--- config.mk ---
export PLATFORM = sky130hd
export DESIGN_NAME = ctrl_pipe
export DESIGN_NICKNAME = d
export VERILOG_FILES = /design/src/rtl/ctrl_pipe.sv
export SDC_FILE = /design/constraint.sdc
export NUM_CORES = 1
export LEC_CHECK = 0
export BUFFER_PORTS_ARGS = -buffer_cell sky130_fd_sc_hd__buf_2
export CAP_MARGIN = 20
export CORE_ASPECT_RATIO = 1.75
export CORE_UTILIZATION = 51
export DETAILED_ROUTE_END_ITERATION = 12
export PLACE_DENSITY = 0.9
export SLEW_MARGIN = 10
export SYNTH_ARGS = -nofsm -noshare
export SYNTH_HDL_FRONTEND = slang
export SYNTH_SLANG_ARGS = --single-unit
--- constraint.sdc ---
create_clock -name clk -period 2.7 [get_ports clk]
set_input_delay 0.27 -clock clk [delete_from_list [all_inputs] [get_ports clk]]
set_output_delay 0.27 -clock clk [all_outputs]
set_load 0.05 [all_outputs]
--- src/rtl/ctrl_pipe.sv ---
// Control-path pipeline for a 5-stage MIPS-style core: ID/EX, EX/MEM, MEM/WB control registers,
// load-use / RAW hazard detection, branch flush and EX operand forwarding (macro CTRL_PIPE_FWD_EN).
module ctrl_pipe (
    input  logic        clk,
    input  logic        rst_n,
    input  logic        id_valid,
    input  logic [10:0] id_ctrl,
    input  logic [4:0]  id_rs,
    input  logic [4:0]  id_rt,
    input  logic [4:0]  id_rd,
    input  logic        branch_taken,
    output logic        stall,
    output logic        if_flush,
    output logic        ex_alusrc,
    output logic [1:0]  ex_aluop,
    output logic        ex_regdst,
    output logic        mem_memwrite,
    output logic        mem_memread,
    output logic        wb_regwrite,
    output logic        wb_memtoreg,
    output logic [4:0]  ex_dst,
    output logic [4:0]  mem_dst,
    output logic [4:0]  wb_dst,
    output logic [1:0]  fwd_a,
    output logic [1:0]  fwd_b
);

    localparam int unsigned C_PCSRC    = 0;
    localparam int unsigned C_IFFLUSH  = 1;
    localparam int unsigned C_REGWRITE = 2;
    localparam int unsigned C_ALUSRC   = 3;
    localparam int unsigned C_ALUOP_LO = 4;
    localparam int unsigned C_REGDST   = 6;
    localparam int unsigned C_BRANCH   = 7;
    localparam int unsigned C_MEMWRITE = 8;
    localparam int unsigned C_MEMREAD  = 9;
    localparam int unsigned C_MEMTOREG = 10;

    // ID/EX
    logic       r_ex_valid;
    logic       r_ex_alusrc;
    logic [1:0] r_ex_aluop;
    logic       r_ex_regdst;
    logic       r_ex_memwrite;
    logic       r_ex_memread;
    logic       r_ex_regwrite;
    logic       r_ex_memtoreg;
    logic [4:0] r_ex_dst;
    logic [4:0] r_ex_rs;
    logic [4:0] r_ex_rt;
    // EX/MEM
    logic       r_mem_valid;
    logic       r_mem_memwrite;
    logic       r_mem_memread;
    logic       r_mem_regwrite;
    logic       r_mem_memtoreg;
    logic [4:0] r_mem_dst;
    // MEM/WB
    logic       r_wb_valid;
    logic       r_wb_regwrite;
    logic       r_wb_memtoreg;
    logic [4:0] r_wb_dst;

    logic       w_load_use;
    logic       w_raw;
    logic       w_stall;
    logic       w_issue;
    logic [4:0] w_id_dst;
    logic       w_unused_ctrl;

    // PCSrc and IF_Flush from the decoder are superseded by the locally resolved flush.
    assign w_unused_ctrl = id_ctrl[C_PCSRC] ^ id_ctrl[C_IFFLUSH];

    assign w_id_dst = id_ctrl[C_REGDST] ? id_rd : id_rt;

    assign w_load_use = id_valid && r_ex_valid && r_ex_memread && (r_ex_dst != '0)
                        && ((r_ex_dst == id_rs) || (r_ex_dst == id_rt));

`ifdef CTRL_PIPE_FWD_EN
    function automatic logic [1:0] fwd_sel(input logic [4:0] src);
        logic [1:0] sel;
        sel = 2'b00;
        if (r_mem_valid && r_mem_regwrite && (r_mem_dst != '0) && (r_mem_dst == src))
            sel = 2'b10;
        else if (r_wb_valid && r_wb_regwrite && (r_wb_dst != '0) && (r_wb_dst == src))
            sel = 2'b01;
        return sel;
    endfunction

    assign w_raw = 1'b0;
    assign fwd_a = fwd_sel(r_ex_rs);
    assign fwd_b = fwd_sel(r_ex_rt);
`else
    // Without forwarding, any in-flight writer in EX or MEM must retire before ID may read.
    function automatic logic raw_hit(input logic [4:0] src);
        return (src != '0)
               && ((r_ex_valid && r_ex_regwrite && (r_ex_dst == src))
                || (r_mem_valid && r_mem_regwrite && (r_mem_dst == src)));
    endfunction

    logic w_unused_nofwd;
    assign w_unused_nofwd = ^{r_ex_rs, r_ex_rt, r_wb_valid};

    assign w_raw = id_valid && (raw_hit(id_rs) || raw_hit(id_rt));
    assign fwd_a = 2'b00;
    assign fwd_b = 2'b00;
`endif

    // Gated by rst_n so the combinational outputs read 0 throughout reset.
    assign w_stall  = rst_n && (w_load_use || w_raw);
    assign stall    = w_stall;
    assign if_flush = rst_n && id_valid && id_ctrl[C_BRANCH] && branch_taken && !w_stall;
    assign w_issue  = id_valid && !w_stall;

    always_ff @(posedge clk or negedge rst_n) begin
        if (!rst_n) begin
            r_ex_valid    <= 1'b0;
            r_ex_alusrc   <= 1'b0;
            r_ex_aluop    <= '0;
            r_ex_regdst   <= 1'b0;
            r_ex_memwrite <= 1'b0;
            r_ex_memread  <= 1'b0;
            r_ex_regwrite <= 1'b0;
            r_ex_memtoreg <= 1'b0;
            r_ex_dst      <= '0;
            r_ex_rs       <= '0;
            r_ex_rt       <= '0;
        end else if (w_issue) begin
            r_ex_valid    <= 1'b1;
            r_ex_alusrc   <= id_ctrl[C_ALUSRC];
            r_ex_aluop    <= id_ctrl[C_ALUOP_LO +: 2];
            r_ex_regdst   <= id_ctrl[C_REGDST];
            r_ex_memwrite <= id_ctrl[C_MEMWRITE];
            r_ex_memread  <= id_ctrl[C_MEMREAD];
            r_ex_regwrite <= id_ctrl[C_REGWRITE];
            r_ex_memtoreg <= id_ctrl[C_MEMTOREG];
            r_ex_dst      <= w_id_dst;
            r_ex_rs       <= id_rs;
            r_ex_rt       <= id_rt;
        end else begin
            r_ex_valid    <= 1'b0;
            r_ex_alusrc   <= 1'b0;
            r_ex_aluop    <= '0;
            r_ex_regdst   <= 1'b0;
            r_ex_memwrite <= 1'b0;
            r_ex_memread  <= 1'b0;
            r_ex_regwrite <= 1'b0;
            r_ex_memtoreg <= 1'b0;
            r_ex_dst      <= '0;
            r_ex_rs       <= '0;
            r_ex_rt       <= '0;
        end
    end

    always_ff @(posedge clk or negedge rst_n) begin
        if (!rst_n) begin
            r_mem_valid    <= 1'b0;
            r_mem_memwrite <= 1'b0;
            r_mem_memread  <= 1'b0;
            r_mem_regwrite <= 1'b0;
            r_mem_memtoreg <= 1'b0;
            r_mem_dst      <= '0;
            r_wb_valid     <= 1'b0;
            r_wb_regwrite  <= 1'b0;
            r_wb_memtoreg  <= 1'b0;
            r_wb_dst       <= '0;
        end else begin
            r_mem_valid    <= r_ex_valid;
            r_mem_memwrite <= r_ex_memwrite;
            r_mem_memread  <= r_ex_memread;
            r_mem_regwrite <= r_ex_regwrite;
            r_mem_memtoreg <= r_ex_memtoreg;
            r_mem_dst      <= r_ex_dst;
            r_wb_valid     <= r_mem_valid;
            r_wb_regwrite  <= r_mem_regwrite;
            r_wb_memtoreg  <= r_mem_memtoreg;
            r_wb_dst       <= r_mem_dst;
        end
    end

    assign ex_alusrc    = r_ex_alusrc;
    assign ex_aluop     = r_ex_aluop;
    assign ex_regdst    = r_ex_regdst;
    assign ex_dst       = r_ex_dst;
    assign mem_memwrite = r_mem_memwrite;
    assign mem_memread  = r_mem_memread;
    assign mem_dst      = r_mem_dst;
    assign wb_regwrite  = r_wb_regwrite;
    assign wb_memtoreg  = r_wb_memtoreg;
    assign wb_dst       = r_wb_dst;

endmodule

### Yosys cells after proc, flatten, opt, wreduce, memory -nomap -nowiden

Cells that the tools add are included.

* bits in registers: 31
* input port bits: 30
* output and inout bits: 29
* word-level logic and storage cells: 60

* equality and inequality tests: 4
* muxes and demuxes: 10
* reduce and logical (&&, ||, !) cells: 28

Operators with widths (count)
* $eq 5x5->1: 4
* $logic_and 1x1->1: 19
* $reduce_bool 5->1: 3
* $mux 5: 2
* $mux 1: 7
* $logic_or 1x1->1: 5
* $mux 2: 1
* $logic_not 1->1: 1

### Longest topological paths before layout

Gate-level depths: netlist of the first run.

* depth after elaboration: 11
* depth in mapped cells: 6
* gate-level depth less buffers: 5

### Worst setup path after synthesis of the first run

Ideal clock, no wire load.

* kind: register to output
* start: register r_ex_dst[1] (netlist: ex_dst[1])
* end: output port if_flush
* arrival time: 3.913 ns
* required time: 2.430 ns
* slack: -1.483 ns
* stages on the path, launching flop included: 5
* path buffers: 0
* cells stage by stage: dfrtp_1 or4_4 o2111ai_4 nor2_2 a2111oi_0

* longest elaborated chain between the ends: 10
* elaborated cells between the ends (all ways): 18
* those cells by class: eq/ne (2); reduce/logical (16)

RTL lines
* start: declaration: line 48 `logic [4:0] r_ex_dst;`
* start signal: assignment: line 137 `r_ex_dst <= w_id_dst;`
* $eq 5x5->1: line 77, 97
* $logic_and 1x1->1: line 97 `&& ((r_ex_valid && r_ex_regwrite && (r_ex_dst == src))`
* $logic_or 1x1->1: line 98 `|| (r_mem_valid && r_mem_regwrite && (r_mem_dst == src)));`
* $logic_and 1x1->1: line 97
* $logic_or 1x1->1: line 104 `assign w_raw = id_valid && (raw_hit(id_rs) || raw_hit(id_rt));`
* $logic_and 1x1->1: line 104
* $logic_or 1x1->1 (*): line 110 `assign w_stall = rst_n && (w_load_use || w_raw);`
* $logic_and 1x1->1 (*): line 110
* $logic_not 1->1 (*): line 112 `assign if_flush = rst_n && id_valid && id_ctrl[C_BRANCH] && branch_taken && !w_stall;`
* $logic_and 1x1->1 (*): line 112
* end: declaration: line 13 `output logic if_flush,`

Mark *: on every way between the ends. The rest lies on a longest branch, timed or not.

### Final worst setup path of the first run

* start: register r_ex_dst[0] (netlist: ex_dst[0])
* end: output port stall

* longest elaborated chain between the ends: 8
* elaborated cells between the ends (all ways): 16
* those cells by class: eq/ne (2); reduce/logical (14)

RTL lines
* $eq 5x5->1: line 77, 97
* $logic_and 1x1->1: line 97
* $logic_or 1x1->1: line 98
* $logic_and 1x1->1: line 97
* $logic_or 1x1->1: line 104
* $logic_and 1x1->1: line 104
* $logic_or 1x1->1 (*): line 110
* $logic_and 1x1->1 (*): line 110
* end: declaration: line 12 `output logic stall,`

Marks and branches as above.

==> results by group, run 1 <==
STA
  – Max-slew violations: 0
  – TNS Setup: 0 ps
  – Clk_skew: 2.377 ps
  – Final Hold Vio Count: 0
  – Fin crit period: 2528 ps
  – RSZ-0062 raised after global routing: no
  – Final setup fails: 0
  – Period utilisation layout: 0.9363
  – Fmax achieved: 395.6 MHz

Worst setup path
  – Worst path arrival time: 2260 ps
  – Worst Path Required: 2430 ps
  – R2R Setup Slk: 780 ps
  – R2R Path Start: ex_dst[1]
  – Critical Path End: stall
  – CP endpoint kind: output port
  – Critical path type: flop to output port
  – R2r worst-path depth: 4
  – Setup crit start: ex_dst[0]
  – Worst setup SP type: flop
  – Crit-path max FO: 11
  – RR Endpoint: ex_alusrc

Route
  – Remaining routing DRC violations: 0
  – Initial DRC count: 25
  – DRT Pass-1 Iters: 4
  – Final wirelength: 3.494 mm
  – Vias per cell: 5.639
  – ANT nets after route: 0
  – Vias: 1173
  – Drt wl/cell: 16.80 um

Logic synthesis
  – Register area share after synthesis: 0.5322
  – Mapped Area: 0.001458 mm2
  – Yosys cell types: 29
  – Synth area leader: dfrtp_1
  – Synth warn: 0
  – EDFF count, synth: 0
  – Yosys reg bits: 31
  – Most frequent cell after synthesis: dfrtp_1
  – Cells after Synth: 123
  – Asr flop ratio synth: 1.000
  – Post-synth top cells: dfrtp_1, xor2_1, nand2_1
  – Syn Area/Cell: 11.85 um2
  – Synth top area share: 0.5322
  – Top_reg_cell synth: dfrtp_1
  – Synth area leaders: dfrtp_1, xor2_1, nor4_2

Clocking
  – CTS H-Tree Depth: 2
  – Bufs on Longest Clock Path: 2
  – Root buffer cell: clkbuf_8
  – TritonCTS clock tree: done
  – CTS sink cnt: 31
  – CTS Buf Count: 5
  – Hold buffer count at cts: 0
  – CTS clk-pin slew, worst paths: 60 ps
  – Worst skew pair latency: 280 ps

Floorplan
  – IO Pins: 59
  – Core area: 0.002721 mm2
  – Die area: 0.003085 mm2
  – Die Width: 42.42 um
  – Rows: 25
  – Starting density of the core: 0.5356
  – Die span in y: 72.73 um

Global routing
  – GRT Util Overall: 0.2526
  – Global-route wire length before repair: 5.699 mm
  – Number of global-route vias before repair: 1235
  – Pin count of the biggest net entering global routing: 34
  – Grt total ovfl: 0
  – Antenna violations before repair: 0

Worst hold path
  – Min-delay worst type: input pin to async pin

Final layout
  – Layout area overhead: 28.67%
  – Final Util: 0.6892
  – Nets: 210
  – Fraction of layout cells with a size suffix above 1: 0.4420
  – Diodes inserted: 0

Placement
  – Gp weighted congestion: 0.9077
  – IO buf count: 52
  – Post-DP HPWL: 2.679 mm

Power and ir drop
  – Leakage: 0.0009471 uW
  – Peak VDD IR: 512.8 uV
  – PwrDens: 646.2 mW/mm2

Run
  – Max-cap viol count: 0

Outcome
  – Status: finished, final reports clean
## per-stage QoR
stage / hold slack, ps / area, um2 / power, uW / setup WS, ps / cells
5_1_grt: 74.33 / 1876 / 1262 / 7.634 / 208
2_1_floorplan: -25.59 / 1488 / 679.5 / 277.4 / 126
4_1_cts: 56.57 / 1876 / 1223 / 160.5 / 208
3_5_place_dp: 341.8 / 1753 / 754.7 / 265.2 / 200
3_3_place_gp: 333.3 / 1753 / 744.9 / 330.8 / 200
6_report: 43.25 / 1876 / 1212 / 171.9 / 208
## critical path: stages (launching register included)
cell	delay, ps
dfrtp_1	470
xor2_1	210
nor3_1	300
a22oi_2	190
nor2_4	360
a221o_1	170
buf_2	260
## report_power, final
part / internal, uW / total (uW) / switching (uW)
Sequential: 492 / 516 / 23.7
Clock: 298 / 465 / 167
Combinational: 67.3 / 231 / 164
## how the worst min path moves through the flow
stage	startpoint	end	slack [ps]	cells past startpoint
2_1_floorplan	rst_n	ex_aluop[0]	-30	0
4_1_cts	rst_n	mem_dst[0]	60	2
6_report	rst_n	r_mem_regwrite	40	2
3_3_place_gp	r_ex_memwrite	mem_memwrite	330	0
3_5_place_dp	r_mem_memtoreg	wb_memtoreg	340	0
5_1_grt	rst_n	mem_dst[0]	70	2
## per-layer routing
layer / GRT usage / wire [um]
met5: 0 / 0
met4: 0.1528 / 124
met3: 0.04455 / 95
met2: 0.4513 / 2057
met1: 0.2697 / 1216
## state kept, by name (all words and copies together) (netlist names), 2 cells and up
signal and count:
wb_dst 5, mem_dst 5, ex_dst 5, ex_aluop 2
## placed cells by master, fill, tap and decap left out, types with 5 or more instances in the layout
cell type,count
buf_2,52
nor4_2,5
dfrtp_1,31
nor3_1,8
clkbuf_8,6
o211ai_1,5
nand2_1,11
nor4_1,5
mux2_2,5
xor2_1,18
## area by class of cell
type / instances / area [um2]
multi-input cells: 86 / 658.1
well taps: 27 / 33.78
clock inverters: 2 / 35.03
fillers: 208 / 845.8
flip-flops and latches: 31 / 775.7
clock buffers: 6 / 82.58
repair buffers: 56 / 290.3
## timing repair
item,in CTS,in global routing
setup endpoints to repair,1,0
resized for setup,1,0
setup buffers,0,0
## cells by family (layout without fill, tap and decap cells)
logic type,count (synthesis),in the layout,synth area share
simple gates,44,44,0.1871
flops,31,31,0.5322
xor+xnor,20,20,0.1202
compound gates,13,13,0.07897
buf+inv,9,64,0.04034
mux,5,5,0.03862
other cells,1,4,0.002573
Power figures use the tool's default switching activity.
==> run 2: changes to the inputs <==
Settings changed: CORE_UTILIZATION 51 to 47, PLACE_DENSITY 0.9 to 0.84, RECOVER_POWER set to 25, SETUP_SLACK_MARGIN set to 0.3.
Clock period 2.7 ns to 2.8 ns, I/O delays scaled along.
==> results by group, run 2 (synthesized netlist as in run 1, its figures left out) <==
Clocking
  – Root buffer cell: clkbuf_8
  – CTS Buf Count: 5
  – Hold buffer count at cts: 0
  – CTS clk-pin slew, worst paths: 70 ps
  – Worst skew pair latency: 290 ps
  – Bufs on Longest Clock Path: 2
  – CTS sink cnt: 31
  – CTS H-Tree Depth: 2
  – TritonCTS clock tree: done

Worst setup path
  – CP endpoint kind: output port
  – Worst path arrival time: 2180 ps
  – Crit-path max FO: 8
  – R2r worst-path depth: 6
  – Worst setup SP type: flop
  – Worst Path Required: 2520 ps
  – Critical path type: flop to output port

Global routing
  – Pin count of the biggest net entering global routing: 34
  – Number of global-route vias before repair: 1119
  – GR Util met3: 0.04976
  – Global-route wire length before repair: 5.161 mm
  – Grt total ovfl: 0
  – Met2 usage: 0.4265
  – GR Util met1: 0.2166
  – Antenna violations before repair: 0
  – Grt peak-use layer: met2
  – GRT Util Overall: 0.2243

STA
  – RSZ-0062 raised after global routing: yes
  – Final Hold Vio Count: 0
  – Period utilisation layout: 0.8796
  – Max-slew headroom: -0.1036
  – Fin crit period: 2463 ps
  – Max-slew violations: 34
  – Clk_skew: 5.840 ps
  – Final setup fails: 0
  – Fmax achieved: 406.0 MHz
  – TNS Setup: 0 ps
  – Actual slew at the worst max-slew pin: 1655 ps

Final layout
  – Commonest non-fill, non-tap cells in the layout: buf_2, dfrtp_1, xor2_1, nand2_1, buf_4
  – Nets: 216
  – Final Util: 0.6611
  – Most common cell after layout, fill and taps aside: buf_2
  – Post-Layout Cell Count: 215
  – Layout area overhead: 32.79%
  – Diodes inserted: 0
  – Fraction of layout cells with a size suffix above 1: 0.4652

Outcome
  – Status: finished, violations left
  – Violated checks: DRC, capacitance limit, slew limit

Floorplan
  – Die span in y: 75.67 um
  – Die Width: 44.10 um
  – Starting density of the core: 0.4979
  – Core area: 0.002928 mm2
  – IO Pins: 59
  – Die area: 0.003337 mm2
  – Rows: 26

Power and ir drop
  – Clock power share: 0.386
  – Combinational power share: 0.189
  – P_sw: 345.7 uW
  – Leakage: 0.0009708 uW
  – Flop pwr share: 0.425
  – Cell-internal power: 827.9 uW
  – Final Total Pwr: 1174 uW
  – Sw frac: 0.2946
  – PwrDens: 606.3 mW/mm2
  – Peak VDD IR: 487.5 uV

Placement
  – IO buf count: 52
  – Gp weighted congestion: 0.8652
  – Post-DP HPWL: 2.603 mm
  – Placed cell count: 201

Worst hold path
  – Hold Path Stages: 3
  – Min-delay worst type: input pin to flop

Route
  – Final wirelength: 3.547 mm
  – DRT Pass-1 Iters: 11
  – Vias per cell: 5.591
  – Initial DRC count: 18
  – Drt wl/cell: 16.50 um
  – ANT nets after route: 0
  – Vias: 1202
  – Remaining routing DRC violations: 3

Run
  – Max-cap viol count: 1
## run 2: layout make-up
type	count	area (um2)
repair buffers	62	342.8
flip-flops and latches	31	778.2
well taps	28	35.03
clock buffers	6	82.58
multi-input cells	86	661.9
clock inverters	2	35.03
fillers	229	992.2
## run 2: timing repair
item / 4_1_cts / 5_1_grt
pin swaps: 0 / 2
gates cloned: 0 / 0
buffers inserted: 0 / 6
endpoints found under the setup margin: 2 / 2
gates resized for setup: 2 / 7
## run 2: layer usage
metal,share of wire,wire [um],vias to the layer above
met5,0,0,-
met4,0.022,78,0
met3,0.058,204,5
met2,0.56,2000,52
met1,0.36,1264,585
li1,-,-,560
## run 2: worst paths after layout
check / startpoint / end / slack (ps)
worst max-delay path: ex_dst[1] / stall / 340
worst min-delay path: id_ctrl[3] / ex_alusrc / 220
worst max register to register: ex_dst[1] / r_ex_memwrite / 700
worst min register to register: r_ex_memwrite / mem_memwrite / 350
max in group asynchronous: rst_n / ex_dst[1] / 1120
min in group asynchronous: rst_n / r_mem_memtoreg / 600
## run 2: critical path, stage by stage (launching register included)
cell,delay (ps)
dfrtp_2,440
or4_4,560
o2111ai_4,310
nor2_4,130
a221o_1,290
buf_6,160
## run 2: stage by stage
stage               setup slack [ps]  instance area, um2  hold WS [ps]
detailed placement             394.6                1754         336.3
CTS                            265.9                1879         62.74
finish                         337.0                1936         220.5
global route                   261.1                1936         236.6
floorplan                      367.4                1488        -15.59
global placement               420.7                1754         334.5
## run 2: power groups by stage
stage                     clock network [uW]  logic [uW]  registers (uW)
after floorplan                            0        79.0             576
after global placement                     0         216             505
after detailed placement                   0         221             506
after CTS                                463         223             498
after global routing                     471         238             501
final                                    453         222             499
